File: src/rtl/seg_link_pkg.sv
// seg_link_pkg: shared state encoding and seven-segment patterns for the serial display link.
// The pattern table is also used by the transmitter-side encoder.
package seg_link_pkg;
    typedef logic [1:0] state_t;
    localparam state_t WAIT_GAP = 2'd0;
    localparam state_t IDLE     = 2'd1;
    localparam state_t SHIFT    = 2'd2;
    localparam state_t DONE     = 2'd3;
    localparam int FRAME_BITS = 8;
    // Index i holds the {g..a} pattern for hex digit i.
    localparam logic [15:0][6:0] SEG_PAT = {
        7'h71, 7'h79, 7'h5E, 7'h39, 7'h7C, 7'h77, 7'h6F, 7'h7F,
        7'h07, 7'h7D, 7'h6D, 7'h66, 7'h4F, 7'h5B, 7'h06, 7'h3F
    };
endpackage

File: src/rtl/seg7_decode.sv
// seg7_decode: maps a 7-bit {g..a} segment pattern back to its hex value.
// valid is low for any pattern outside the 16-entry table.
module seg7_decode
    import seg_link_pkg::*;
(
    input  logic [6:0] pat,
    output logic       valid,
    output logic [3:0] hex
);
    always_comb begin
        valid = 1'b0;
        hex   = 4'd0;
        for (int i = 0; i < 16; i++) begin
            if (pat == SEG_PAT[i]) begin
                valid = 1'b1;
                hex   = 4'(i);
            end
        end
    end
endmodule

File: src/rtl/seg_frame_receiver.sv
// seg_frame_receiver: samples serial segment lanes on shift_in edges, assembles
// 8-bit frames per digit and decodes them to hex, flagging bad patterns and truncated frames.
module seg_frame_receiver
    import seg_link_pkg::*;
#(
    parameter int DIGITS      = 2,
    parameter int IDLE_CYCLES = 64,
    parameter int IDLE_W      = 7
) (
    input  logic                  clk,
    input  logic                  rst_n,
    input  logic [DIGITS-1:0]     seg_in,
    input  logic                  shift_in,
    output logic [4*DIGITS-1:0]   digits_out,
    output logic [DIGITS-1:0]     dp_out,
    output logic                  frame_valid,
    output logic [DIGITS-1:0]     pattern_err,
    output logic                  frame_err
);
    logic [DIGITS-1:0]        seg_s1, seg_s2;
    logic                     sh_s1, sh_s2, sh_d;
    logic                     rise, gap, shift_en;
    logic [IDLE_W-1:0]        idle;
    logic [3:0]               bitcnt;
    state_t                   state;
    logic [DIGITS-1:0][7:0]   sr;
    logic [DIGITS-1:0]        dec_valid;
    logic [DIGITS-1:0][3:0]   dec_hex;

    always_ff @(posedge clk or negedge rst_n) begin
        if (!rst_n) begin
            seg_s1 <= '0;
            seg_s2 <= '0;
            sh_s1  <= 1'b0;
            sh_s2  <= 1'b0;
            sh_d   <= 1'b0;
        end else begin
            seg_s1 <= seg_in;
            seg_s2 <= seg_s1;
            sh_s1  <= shift_in;
            sh_s2  <= sh_s1;
            sh_d   <= sh_s2;
        end
    end

    assign rise     = sh_s2 & ~sh_d;
    assign gap      = (idle == IDLE_W'(IDLE_CYCLES));
    assign shift_en = rise && (state != WAIT_GAP);

    always_ff @(posedge clk or negedge rst_n) begin
        if (!rst_n) idle <= '0;
        else        idle <= rise ? '0 : (gap ? idle : idle + 1'b1);
    end

    for (genvar j = 0; j < DIGITS; j++) begin : g_lane
        seg7_decode u_dec (
            .pat   (sr[j][6:0]),
            .valid (dec_valid[j]),
            .hex   (dec_hex[j])
        );
    end

    always_ff @(posedge clk or negedge rst_n) begin
        if (!rst_n) begin
            state       <= WAIT_GAP;
            bitcnt      <= '0;
            sr          <= '0;
            digits_out  <= '0;
            dp_out      <= '0;
            pattern_err <= '0;
            frame_valid <= 1'b0;
            frame_err   <= 1'b0;
        end else begin
            frame_valid <= 1'b0;
            frame_err   <= 1'b0;
            if (shift_en) begin
                for (int j = 0; j < DIGITS; j++) sr[j] <= {sr[j][6:0], seg_s2[j]};
            end
            case (state)
                WAIT_GAP: if (gap) state <= IDLE;
                IDLE: begin
                    if (rise) begin
                        bitcnt <= 4'd1;
                        state  <= SHIFT;
                    end
                end
                SHIFT: begin
                    if (rise) begin
                        bitcnt <= bitcnt + 4'd1;
                        if (bitcnt == 4'(FRAME_BITS - 1)) state <= DONE;
                    end else if (gap) begin
                        frame_err <= 1'b1;
                        bitcnt    <= '0;
                        state     <= WAIT_GAP;
                    end
                end
                default: begin
                    // sr still holds the completed frame here; a rise this cycle starts the next one.
                    frame_valid <= 1'b1;
                    for (int j = 0; j < DIGITS; j++) begin
                        if (dec_valid[j]) begin
                            digits_out[4*j +: 4] <= dec_hex[j];
                            dp_out[j]            <= sr[j][7];
                            pattern_err[j]       <= 1'b0;
                        end else begin
                            pattern_err[j] <= 1'b1;
                        end
                    end
                    bitcnt <= rise ? 4'd1 : 4'd0;
                    state  <= rise ? SHIFT : IDLE;
                end
            endcase
        end
    end
endmodule

File: config.mk
export PLATFORM = sky130hd
export DESIGN_NAME = seg_frame_receiver
export DESIGN_NICKNAME = d
export VERILOG_FILES = /design/src/rtl/seg_link_pkg.sv /design/src/rtl/seg7_decode.sv /design/src/rtl/seg_frame_receiver.sv
export SDC_FILE = /design/constraint.sdc
export NUM_CORES = 1
export LEC_CHECK = 0
export BUFFER_PORTS_ARGS = -buffer_cell sky130_fd_sc_hd__buf_2
export CAP_MARGIN = 10
export CORE_AREA = 4 4 72 74
export CTS_BUF_LIST = sky130_fd_sc_hd__clkbuf_4 sky130_fd_sc_hd__clkbuf_8
export DETAILED_ROUTE_END_ITERATION = 10
export DIE_AREA = 0 0 76 78
export GPL_TIMING_DRIVEN = 0
export PLACE_DENSITY = 0.89
export SLEW_MARGIN = 20
export SYNTH_ARGS = -nofsm -noshare
export SYNTH_HDL_FRONTEND = slang
export SYNTH_SLANG_ARGS = --single-unit
File: constraint.sdc
create_clock -name clk -period 2.6 [get_ports clk]
set_clock_uncertainty 0.1 [all_clocks]
set_input_delay 0 -clock clk [delete_from_list [all_inputs] [get_ports clk]]
set_output_delay 0 -clock clk [all_outputs]
set_load 0.05 [all_outputs]
**Yosys cells after proc, flatten, opt, wreduce, memory -nomap -nowiden**

Cells that the tools add are included.

- Register bits: 50
- Bits in latches: 0
- RAM bits: 0
- ROM bits: 0
- Logic and storage cells: 154
- Memories: 0

- $add $sub $neg: 2
- Multiply operators: 0
- Div/mod/pow operators: 0
- Magnitude comparators: 0
- Equality and inequality tests: 41
- Shift-type cells: 0
- Muxes and demuxes: 82
- Bitwise logic cells: 4
- Reduce and logical (&&, ||, !) cells: 8

Operator list:

| kind | number |
|---|---|
| == test 7 bit (second input constant) | 25 |
| 2-to-1 mux 4 bit | 19 |
| 2-to-1 mux 1 bit | 41 |
| == test 7 x 3 -> 1 bit (second input constant) | 4 |
| == test 7 x 6 -> 1 bit (second input constant) | 4 |
| 2-to-1 mux 3 bit | 8 |
| 2-to-1 mux 2 bit | 10 |
| 2-to-1 mux 7 bit | 2 |
| case mux 4 bit (3 select lines) | 1 |
| adder 7 x 1 -> 7 bit (second input constant) | 1 |
| != test 2 bit (second input constant) | 3 |
| != test 3 bit (second input constant) | 2 |
| case mux 2 bit (3 select lines) | 1 |
| adder 4 x 1 -> 4 bit (second input constant) | 1 |
| == test 4 x 3 -> 1 bit (second input constant) | 1 |
| AND reduction 2 bit | 2 |
| AND reduction 4 bit | 1 |
| NOT 1 bit | 3 |
| AND reduction 3 bit | 1 |
| OR reduction 3 bit | 1 |
| == test 2 x 1 -> 1 bit (second input constant) | 1 |
| == test 2 bit (second input constant) | 1 |
| logical NOT 2 bit | 1 |
| nonzero test 2 bit | 1 |
| other kinds (2) | 2 |

**Longest topological paths before layout**

Gate-level depths: netlist of run 1.

- Depth in word-level cells: 18
- Depth in mapped cells: 7
- Gate-level depth less buffers: 6

**Hierarchy**

From an unflattened synthesis of run 1, not the netlist that was laid out.

- Cells, all modules: 285
- Area total of the unflattened synthesis: 2,951.6 um^2

Modules (own cells, without submodules):

| module | times used | cells each | area an instance (um^2) | seq. area each (um^2) |
|---|---|---|---|---|
| seg_frame_receiver | 1 | 161 | 2,125.8 | 1,251.2 |
| seg7_decode | 2 | 62 | 412.9 | 0.0 |

**Least setup slack after synthesis of run 1**

Ideal clock, no wire load.

- Path kind: reg2reg
- From: reg sr[4] (netlist bit)
- To: reg digits_out[0]
- Setup time: 0.125 ns
- Arrival: 1.746 ns
- Required time: 2.375 ns
- Path slack: 0.629 ns
- Stages on the path, launching flop included: 7
- Path buffers: 1
- Path through: dfrtp_1 > buf_6 > o211a_1 > o21ai_1 > a21oi_1 > o41ai_4 > mux2_2

- Cells in the longest elaborated chain, start to end: 18

RTL lines:

| what | RTL line | source |
|---|---|---|
| from (decl) | seg_frame_receiver.sv:26 | `logic [DIGITS-1:0][7:0] sr;` |
| from (signal assigned) | seg_frame_receiver.sv:67 | `sr <= '0;` |
| == test 7 x 6 -> 1 bit | seg7_decode.sv:14 | `if (pat == SEG_PAT[i]) begin` |
| 2-to-1 mux 1 bit (16 in series) | seg7_decode.sv:14 |  |
| AND reduction 2 bit (no source line) | - |  |
| to (signal, indexed assignment) | seg_frame_receiver.sv:102 | `digits_out[4*j +: 4] <= dec_hex[j];` |
| to (decl) | seg_frame_receiver.sv:14 | `output logic [4*DIGITS-1:0] digits_out,` |

Several ways; a longest one is shown, not always the timed one.
A chain may end at the register's enable or synchronous reset.

**Worst setup path in the final report of run 1**

- From: reg sr[4] (netlist bit)
- To: reg digits_out[2]

The elaborated chain is that of the path after synthesis.

==> results of run 1 <==
critical path, cell delays in order (launching register included):
cell and delay (ns):
dfrtp_1 0.43, buf_6 0.16, o211a_1 0.20, o21ai_1 0.13
a21oi_1 0.15, o41ai_4 0.49, mux2_2 0.38
metrics by stage:
stage               utilization (%)  power [W]  std cells  hold WS, ns
finish                         68.2    0.00151        359        0.137
global route                   68.2    0.00158        359        0.201
CTS                            68.1    0.00152        359        0.219
detailed placement             64.8   0.000963        347      0.00933
global placement               64.8   0.000955        347      0.00925
floorplan                         -   0.000922        275       -0.396
cell families (layout without fill, tap and decap cells):
logic type | count (synthesis) | after routing | synth area share [%]
xor gates and xnor gates | 9 | 9 | 2.79
DFF | 50 | 50 | 44.3
buffers and inverters | 30 | 60 | 5.10
and+or+nand+nor | 95 | 95 | 19.4
AOI/OAI and AO/OA | 59 | 59 | 15.4
adders and majority gates | 8 | 8 | 3.46
muxes | 24 | 24 | 9.53
power groups by stage:
| stage | Sequential (W) | Clock [W] | Combinational [W] |
|---|---|---|---|
| after detailed placement | 0.000859 | 0 | 0.000103 |
| after global placement | 0.000857 | 0 | 0.0000981 |
| final | 0.000845 | 0.000553 | 0.000109 |
| after CTS | 0.000844 | 0.000561 | 0.000110 |
| after floorplan | 0.000850 | 0 | 0.0000716 |
| after global routing | 0.000850 | 0.000600 | 0.000127 |
flip-flops by register name, indices dropped and copies added, names as in the netlist, 2 cells and up:
register	cells
bitcnt	4
digits_out	8
dp_out	2
idle	7
pattern_err	2
seg_s1	2
seg_s2	2
sr	16
state	2
cell usage in the layout (no fill, tap or decap), types with 2 or more instances in the layout:
cell,netlist,routed
nand3_1,14,14
clkbuf_1,5,5
clkbuf_8,0,5
inv_1,8,8
and3b_1,3,3
nand4_1,6,6
xnor2_1,5,5
dfrtp_1,50,50
dlygate4sd3_1,0,4
xor2_1,4,4
a31oi_1,5,5
nor2b_1,3,3
buf_2,12,29
a22o_1,2,2
or3_1,3,3
nand2b_1,7,7
nand3b_1,3,3
nand4b_1,3,3
nand2_1,17,17
nor2_1,11,11
nor3_1,7,7
nor4_1,2,2
a21oi_1,11,11
nor4b_1,2,2
ha_1,7,7
mux2_2,23,23
o221ai_1,2,2
nor3b_1,3,3
buf_4,2,3
o21ai_1,4,4
and3_1,4,4
o21ai_0,15,15
area by class of cell:
type                    count  area [um2]
plain buffers              22         114
clock buffers               5        68.8
clock inverters             3        43.8
fillers                   363        1460
inverters                   8        30.0
multi-input cells         195        1430
flip-flops and latches     50        1250
well taps                  54        67.6
repair buffers             22         133
routing by layer:
layer	global-route usage (%)	vias up	wire, um
met1	27.9	1102	2540
met4	6.05	0	73
met3	4.99	8	310
met5	0	-	0
li1	-	1064	-
met2	34.0	59	2790
worst paths after layout:
path                                  to  slack [ns]  cells past startpoint
min in group clk               seg_s1[1]        0.23                      2
setup / recovery           digits_out[2]        0.44                      6
hold / removal                   idle[3]        0.14                      2
max in group asynchronous         sr[14]        1.84                      2
setup reg to reg           digits_out[2]        0.44                      6
hold reg to reg                seg_s2[0]        0.25                      0
==> impl_metrics.json, run 1 <==
{
  "run_status": "complete, no violations",
  "synth.area.top_cells": "dfrtp_1, mux2_2, ha_1, o21ai_0, nand3_1",
  "syn_inst": 275,
  "coreArea_um2": 4600,
  "timing.final.crit_period_ns": 2.16,
  "end_kind": "register",
  "netlist.top_cell.by_area": "dfrtp_1",
  "drt-initial-drc-count": 123,
  "setup_viol": 0,
  "swShare_pct": 24.0,
  "r2r-start": "sr[4]",
  "nets": 316,
  "cts_resized": 0,
  "synth_most_common_cell": "dfrtp_1",
  "grt_max_degree": 51,
  "fin_ws_ns": 0.443,
  "final_cell_area_um2": 3130,
  "p_leak_nw": 1.45,
  "worstPathMaxFanout": 10,
  "hold_buffers": 4,
  "clock.fmax_mhz": 464,
  "netlist_top_cells_count": "dfrtp_1, mux2_2, nand2_1",
  "cts_htree_levels": 2,
  "synth_cell_type_count": 62,
  "cts_tree": "done",
  "p_seq_share_pct": 56.1,
  "die_h_um": 78,
  "vias": 2233,
  "drc": 0,
  "hold_path_class": "in2async",
  "synthToLayoutAreaGrowth_pct": 11.1,
  "dieArea_um2": 5930,
  "critPathLaunch": "sr[4]",
  "antenna_found_initial": 0,
  "cts.clk_slew.worst_paths_ns": 0.09,
  "hpwl_um": 3970,
  "internal_power_w": 0.00115,
  "maxCapViolations": 0,
  "grt_overflow_total": 0,
  "worstSetupPathType": "reg2reg",
  "grt_first_pass_wirelength_um": 10300,
  "tritoncts.num_buffers": 5,
  "synthesis.nets": 287,
  "slew_viol_final": 0,
  "clk_latency_ns": 0.31,
  "vdd_drop_max_mv": 0.371,
  "cts_setup_buffers": 0,
  "rsz0062_at_grt": "false",
  "antennaDiodeCount": 0,
  "crit_required_ns": 2.70,
  "synth_top_area_share_pct": 44.3,
  "fp.dieW_um": 76,
  "clockBufferDepth": 2,
  "cts_num_sinks": 50,
  "p_sw_w": 0.000361,
  "ios": 19,
  "worst_pin_slew_ns": 0.653,
  "initial_core_util_pct": 61.4,
  "finalHoldViolCount": 0,
  "finalSetupTns_ns": 0,
  "ant_nets": 0,
  "grt_pass1_vias": 2182,
  "numPortBuffers": 18,
  "gp_congestion": 0.877,
  "worst_ep_arrival_time_ns": 2.26,
  "synth-edff-count": 0,
  "viasPerCell": 6.22,
  "startpoint_type": "register",
  "power_frac_clock_pct": 36.7,
  "combPwrFrac_pct": 7.2,
  "synth_seq_cells": 50,
  "place_ws_ns": 0.466,
  "fin_crit_sh_pct": 83.0,
  "grt_use_total_pct": 20.9,
  "ys_warn_count": 0,
  "powerDensity_nw_per_um2": 481,
  "routedWlPerCell_um": 15.9,
  "num_rows": 25,
  "ys_async_sr_fraction_pct": 100,
  "dr.pass1.iters": 4,
  "clockRootBuffer": "clkbuf_8",
  "slew_headroom_pct": 56.5,
  "postSynthAreaPerCell_um2": 10.3,
  "dpl-instance-area_um2": 2980,
  "yosysSeqAreaShare_pct": 44.3,
  "synth_area_um2": 2820,
  "synth-main-ff-cell": "dfrtp_1",
  "final_layout_size_suffix_gt1_share_pct": 24.3,
  "routed_wirelength_um": 5710
}
No activity file was read; power rests on OpenSTA's default activity.
==> run 2, diff against run 1 <==
--- a/config.mk
+++ b/config.mk
@@ -7,12 +7,12 @@
 export LEC_CHECK = 0
 export BUFFER_PORTS_ARGS = -buffer_cell sky130_fd_sc_hd__buf_2
 export CAP_MARGIN = 10
-export CORE_AREA = 4 4 72 74
+export CORE_AREA = 4 4 76 78
 export CTS_BUF_LIST = sky130_fd_sc_hd__clkbuf_4 sky130_fd_sc_hd__clkbuf_8
 export DETAILED_ROUTE_END_ITERATION = 10
-export DIE_AREA = 0 0 76 78
+export DIE_AREA = 0 0 80 82
 export GPL_TIMING_DRIVEN = 0
-export PLACE_DENSITY = 0.89
+export PLACE_DENSITY = 0.85
 export SLEW_MARGIN = 20
 export SYNTH_ARGS = -nofsm -noshare
 export SYNTH_HDL_FRONTEND = slang
==> constraint.sdc (replaced) <==
create_clock -name clk -period 1.8 [get_ports clk]
set_clock_uncertainty 0.1 [all_clocks]
set_input_delay 0 -clock clk [delete_from_list [all_inputs] [get_ports clk]]
set_output_delay 0 -clock clk [all_outputs]
set_load 0.05 [all_outputs]
==> run 2 against run 1 <==
Compared with the run above: the flow now finishes with violations (setup timing); design area grew 19%; fmax is 2.0% higher; worst hold slack worse by 0.011 ns; die area grew 11%; sequential cell count did not move; combinational power up 100%; clock power up 27%; largest cell class unchanged.
==> impl_metrics.json, run 2 (synthesis results as in run 1) <==
{
  "grt_use_met1_pct": 26.6,
  "clockRootBuffer": "clkbuf_8",
  "die_h_um": 82,
  "antenna_found_initial": 0,
  "crit_required_ns": 1.91,
  "cts_tree": "done",
  "coreArea_um2": 5070,
  "grt_first_pass_wirelength_um": 11300,
  "timing.final.crit_period_ns": 2.12,
  "run_status": "complete, but fails checks",
  "nets": 349,
  "fill_cells": 337,
  "grt_use_total_pct": 22.0,
  "tritoncts.num_buffers": 5,
  "finalHoldViolCount": 0,
  "vias": 2568,
  "ios": 19,
  "ant_nets": 0,
  "grt_pass1_vias": 2390,
  "hpwl_um": 3990,
  "clock.fmax_mhz": 473,
  "reg_top3": "sr (16), digits_out (8), idle (7)",
  "fin_ws_ns": -0.316,
  "cts_num_sinks": 50,
  "num_rows": 26,
  "final_common_cell": "dfrtp_1",
  "worst_ep_arrival_time_ns": 2.22,
  "final_util_pct": 73.6,
  "top_register": "sr",
  "largest_register_ffs": 16,
  "initial_core_util_pct": 55.6,
  "vdd_drop_max_mv": 0.468,
  "dieArea_um2": 6560,
  "violations": "setup timing",
  "maxCapViolations": 0,
  "drc": 0,
  "powerDensity_nw_per_um2": 573,
  "drt-initial-drc-count": 215,
  "routed_wirelength_um": 7810,
  "startpoint_type": "register",
  "worst_pin_slew_ns": 0.636,
  "hold_path_class": "in2async",
  "routedWlPerCell_um": 19.1,
  "fin_crit_sh_pct": 118,
  "slew_headroom_pct": 57.6,
  "cts.clk_slew.worst_paths_ns": 0.10,
  "worstPathMaxFanout": 4,
  "use_met2_pct": 38.0,
  "antennaDiodeCount": 0,
  "dr.pass1.iters": 5,
  "slew_viol_final": 0,
  "final_layout_size_suffix_gt1_share_pct": 45.0,
  "end_kind": "register",
  "worstSetupPathType": "reg2reg",
  "clk_latency_ns": 0.31,
  "fp.dieW_um": 80,
  "viasPerCell": 6.29,
  "met3_usage_pct": 3.40,
  "top_usage_layer": "met2",
  "p_leak_nw": 1.69,
  "layout_common_cells": "dfrtp_1, buf_4, buf_2, nand2_1, buf_6",
  "numPortBuffers": 18,
  "cts_htree_levels": 2,
  "clockBufferDepth": 2,
  "holdWs_ns": 0.127,
  "grt_overflow_total": 0,
  "setup_viol": 12,
  "rsz0062_at_grt": "true",
  "grt_max_degree": 51,
  "gp_congestion": 0.972,
  "synthToLayoutAreaGrowth_pct": 32.5
}
[run 2: stage by stage]
stage                     TNS [ns]  cells  setup WS (ns)  instance area (um2)  total power (W)
after CTS                    -1.71    396         -0.192                 3540          0.00213
final                        -2.66    408         -0.316                 3740          0.00214
after floorplan             -0.852    275         -0.147                 2890          0.00133
after global placement       -2.74    363         -0.316                 3060          0.00138
after detailed placement     -3.81    363         -0.355                 3060          0.00140
after global routing         -3.16    408         -0.356                 3740          0.00224
[run 2: path summary, 6_finish.rpt]
kind                       startpoint             to  slack, ns  depth (start not counted)
max                             sr[6]  digits_out[1]      -0.32                          7
min                             rst_n  digits_out[4]       0.13                          2
max reg2reg                     sr[6]  digits_out[1]      -0.32                          7
min reg2reg                     sh_s1          sh_s2       0.26                          0
max in group asynchronous       rst_n          sr[8]       0.97                          2
min in group clk            seg_in[1]      seg_s1[1]       0.22                          2
[run 2: layout make-up]
| type | count | area [um2] | share of cell area, % |
|---|---|---|---|
| repair buffers | 59 | 434 | 11.6 |
| well taps | 70 | 87.6 | 2.34 |
| flip-flops and latches | 50 | 1260 | 33.6 |
| clock buffers | 6 | 82.6 | 2.21 |
| multi-input cells | 195 | 1660 | 44.5 |
| clock inverters | 2 | 12.5 | 0.335 |
| plain buffers | 18 | 170 | 4.55 |
| inverters | 8 | 30.0 | 0.803 |
[run 2: what timing repair did]
item	in CTS	in global routing
buffers inserted	25	12
hold buffers	4	0
pin swaps	20	13
endpoints found under the setup margin	22	16
cloned	0	1
endpoints found under the hold margin	53	0
gates resized for setup	41	34
[run 2: routing by layer]
| metal | wire length, um | vias to the layer above | part of all wire, % |
|---|---|---|---|
| met5 | 0 | - | 0 |
| met3 | 493 | 36 | 6.3 |
| li1 | - | 1127 | - |
| met1 | 3150 | 1266 | 40 |
| met2 | 3850 | 139 | 49 |
| met4 | 319 | 0 | 4.1 |
[run 2: where the power goes]
group | leakage (nW) | total [W] | switching (W) | internal (W)
Clock | 0.0472 | 0.000702 | 0.000392 | 0.000310
Sequential | 0.669 | 0.00122 | 0.0000482 | 0.00117
Combinational | 0.976 | 0.000221 | 0.000115 | 0.000105
[run 2: worst max-delay path, stage by stage, from the launching register on]
cell     delay, ns
dfrtp_1       0.41
buf_6         0.13
nor4_4        0.36
nand4_1       0.21
o21ai_2       0.18
o41ai_4       0.14
buf_4         0.19
mux2_4        0.29
==> run 3, diff against run 2 <==
--- a/config.mk
+++ b/config.mk
@@ -7,10 +7,10 @@
 export LEC_CHECK = 0
 export BUFFER_PORTS_ARGS = -buffer_cell sky130_fd_sc_hd__buf_2
 export CAP_MARGIN = 10
-export CORE_AREA = 4 4 76 78
+export CORE_AREA = 2 2 74 76
 export CTS_BUF_LIST = sky130_fd_sc_hd__clkbuf_4 sky130_fd_sc_hd__clkbuf_8
 export DETAILED_ROUTE_END_ITERATION = 10
-export DIE_AREA = 0 0 80 82
+export DIE_AREA = 0 0 76 78
 export GPL_TIMING_DRIVEN = 0
 export PLACE_DENSITY = 0.85
 export SLEW_MARGIN = 20
==> run 3 against run 2 <==
Compared with the run above: the flow still finishes with violations (setup timing); register-to-register slack improved by 0.02 ns; clock power rose by 16%; global-route usage up 1.4 points; final cell count down 0.49%; die area is 9.6% lower; routed wire length decreased by 8.9%; via count decreased by 5.6%; count of clock-buffer cells in the layout shrank 1; non-clock buffer count is 2 lower; first-iteration DRC count increased by 16%; largest cell class unchanged; largest power group unchanged; highest routed layer unchanged.
==> impl_metrics.json, run 3 (synthesis results as in run 1) <==
{
  "run_status": "complete, but fails checks",
  "violations": "setup timing",
  "nets": 347,
  "slew_headroom_pct": 58.8,
  "crit_required_ns": 1.91,
  "hpwl_um": 3950,
  "largest_register_ffs": 16,
  "powerDensity_nw_per_um2": 609,
  "routed_wirelength_um": 7110,
  "clockRootBuffer": "clkbuf_8",
  "slew_viol_final": 0,
  "cp_cell_sequence": "buf_6 > buf_4 > nand4b_1 > o22a_1 > inv_2 > o41ai_4 > buf_4 > mux2_4",
  "grt_max_degree": 51,
  "dieArea_um2": 5930,
  "antenna_found_initial": 0,
  "numPortBuffers": 18,
  "grt_use_total_pct": 23.3,
  "viasPerCell": 5.97,
  "cts_htree_levels": 2,
  "drc": 0,
  "hold_path_class": "in2async",
  "timing.final.crit_period_ns": 2.10,
  "clock.fmax_mhz": 476,
  "top_register": "sr",
  "fin_ws_ns": -0.300,
  "worstPathMaxFanout": 8,
  "tritoncts.num_buffers": 5,
  "cts.clk_slew.worst_paths_ns": 0.10,
  "finalSetupTns_ns": -2.06,
  "fin_crit_sh_pct": 117,
  "finalHoldViolCount": 0,
  "clockBufferDepth": 2,
  "cp_common_cell": "buf_4",
  "p_leak_nw": 1.69,
  "grt_pass1_vias": 2361,
  "gp_congestion": 0.901,
  "fp.dieW_um": 76,
  "fill_cells": 332,
  "final_common_cell": "dfrtp_1",
  "vias": 2424,
  "routedWlPerCell_um": 17.5,
  "ant_nets": 0,
  "final_layout_size_suffix_gt1_share_pct": 43.2,
  "slowest_stage": "dfrtp_1",
  "r2r_cells": 8,
  "worstSetupPathType": "reg2reg",
  "r2r-start": "sr[3]",
  "layout_common_cells": "dfrtp_1, buf_4, buf_2, buf_6, nand2_1",
  "critPathLaunch": "sr[3]",
  "cts_tree": "done",
  "drt-initial-drc-count": 249,
  "ios": 19,
  "slowest_delay_ns": 0.38,
  "r2r_setup_slack_ns": -0.30,
  "reg2reg_to": "digits_out[0]",
  "crit_path_end": "digits_out[0]",
  "synthToLayoutAreaGrowth_pct": 31.2,
  "grt_overflow_total": 0,
  "end_kind": "register",
  "dr.pass1.iters": 5,
  "setup_viol": 11,
  "cts_num_sinks": 50,
  "antennaDiodeCount": 0,
  "clk_latency_ns": 0.31,
  "startpoint_type": "register",
  "grt_first_pass_wirelength_um": 11200,
  "vdd_drop_max_mv": 0.608,
  "num_rows": 26,
  "power_w": 0.00225,
  "maxCapViolations": 0,
  "worst_pin_slew_ns": 0.618,
  "coreArea_um2": 5040,
  "die_h_um": 78,
  "initial_core_util_pct": 56.0,
  "worst_ep_arrival_time_ns": 2.21,
  "multiInputGateArea_um2": 1610,
  "seq_area_um2": 1260,
  "reg_top3": "sr (16), digits_out (8), idle (7)",
  "rsz0062_at_grt": "true"
}
[run 3: cell count changes in the layout (fill, tap and decap cells not counted), moves of 2 or more]
| cell | previous run | this run |
|---|---|---|
| clkbuf_4 | 3 | 0 |
| o21ai_0 | 11 | 13 |
| mux2_4 | 10 | 8 |
| o21ai_2 | 5 | 3 |
| buf_6 | 14 | 17 |
| mux2_2 | 13 | 15 |
| buf_4 | 34 | 32 |
[run 3: per-stage QoR]
| stage | instances | hold slack (ns) | setup slack, ns | utilization [%] | instance area [um2] |
|---|---|---|---|---|---|
| 2_1_floorplan | 275 | -0.396 | -0.147 | - | 2890 |
| 3_3_place_gp | 363 | 0.00901 | -0.303 | 60.7 | 3060 |
| 3_5_place_dp | 363 | 0.00932 | -0.337 | 60.7 | 3060 |
| 4_1_cts | 395 | 0.215 | -0.203 | 70.2 | 3540 |
| 5_1_grt | 406 | 0.203 | -0.359 | 73.4 | 3700 |
| 6_report | 406 | 0.139 | -0.300 | 73.4 | 3700 |
[run 3: final cells by class]
class	instances	area share, %
inverters	8	0.811
repair buffers	57	11.3
multi-input cells	195	43.6
clock buffers	5	1.86
flip-flops and latches	50	33.9
clock inverters	3	1.22
well taps	70	2.37
plain buffers	18	4.90
[run 3: worst min path at each step]
stage,startpoint,endpoint,slack [ns]
2_1_floorplan,rst_n,bitcnt[0],-0.40
3_3_place_gp,seg_in[1],seg_s1[1],0.009
3_5_place_dp,seg_in[1],seg_s1[1],0.009
4_1_cts,seg_in[1],seg_s1[1],0.21
5_1_grt,rst_n,digits_out[4],0.20
6_report,rst_n,digits_out[4],0.14
[run 3: routing by layer]
metal | up-vias | global-route usage (%) | share of wire, %
li1 | 1123 | - | -
met1 | 1187 | 28.4 | 41
met2 | 102 | 40.5 | 52
met3 | 12 | 5.23 | 5.3
met4 | 0 | 9.27 | 1.2
met5 | - | 0 | 0
[run 3: worst max-delay path: cells and delay by family (launching register included)]
| kind | cells | cell delay, ns |
|---|---|---|
| compound gates | 2 | 0.54 |
| buf+inv | 4 | 0.53 |
| flops | 1 | 0.38 |
| mux | 1 | 0.29 |
| simple gates | 1 | 0.15 |
[run 3: where the power goes]
group / switching, W / internal [W] / total (W)
Sequential: 0.0000391 / 0.00117 / 0.00121
Combinational: 0.000118 / 0.000113 / 0.000230
Clock: 0.000402 / 0.000414 / 0.000816
Total: 0.000559 / 0.00170 / 0.00225
[run 3: timing repair]
action | 4_1_cts | 5_1_grt
hold buffers | 4 | 0
resized for setup | 42 | 25
pin swaps | 15 | 14
endpoints found under the setup margin | 22 | 16
hold endpoints to repair | 53 | 0
buffers inserted | 24 | 11
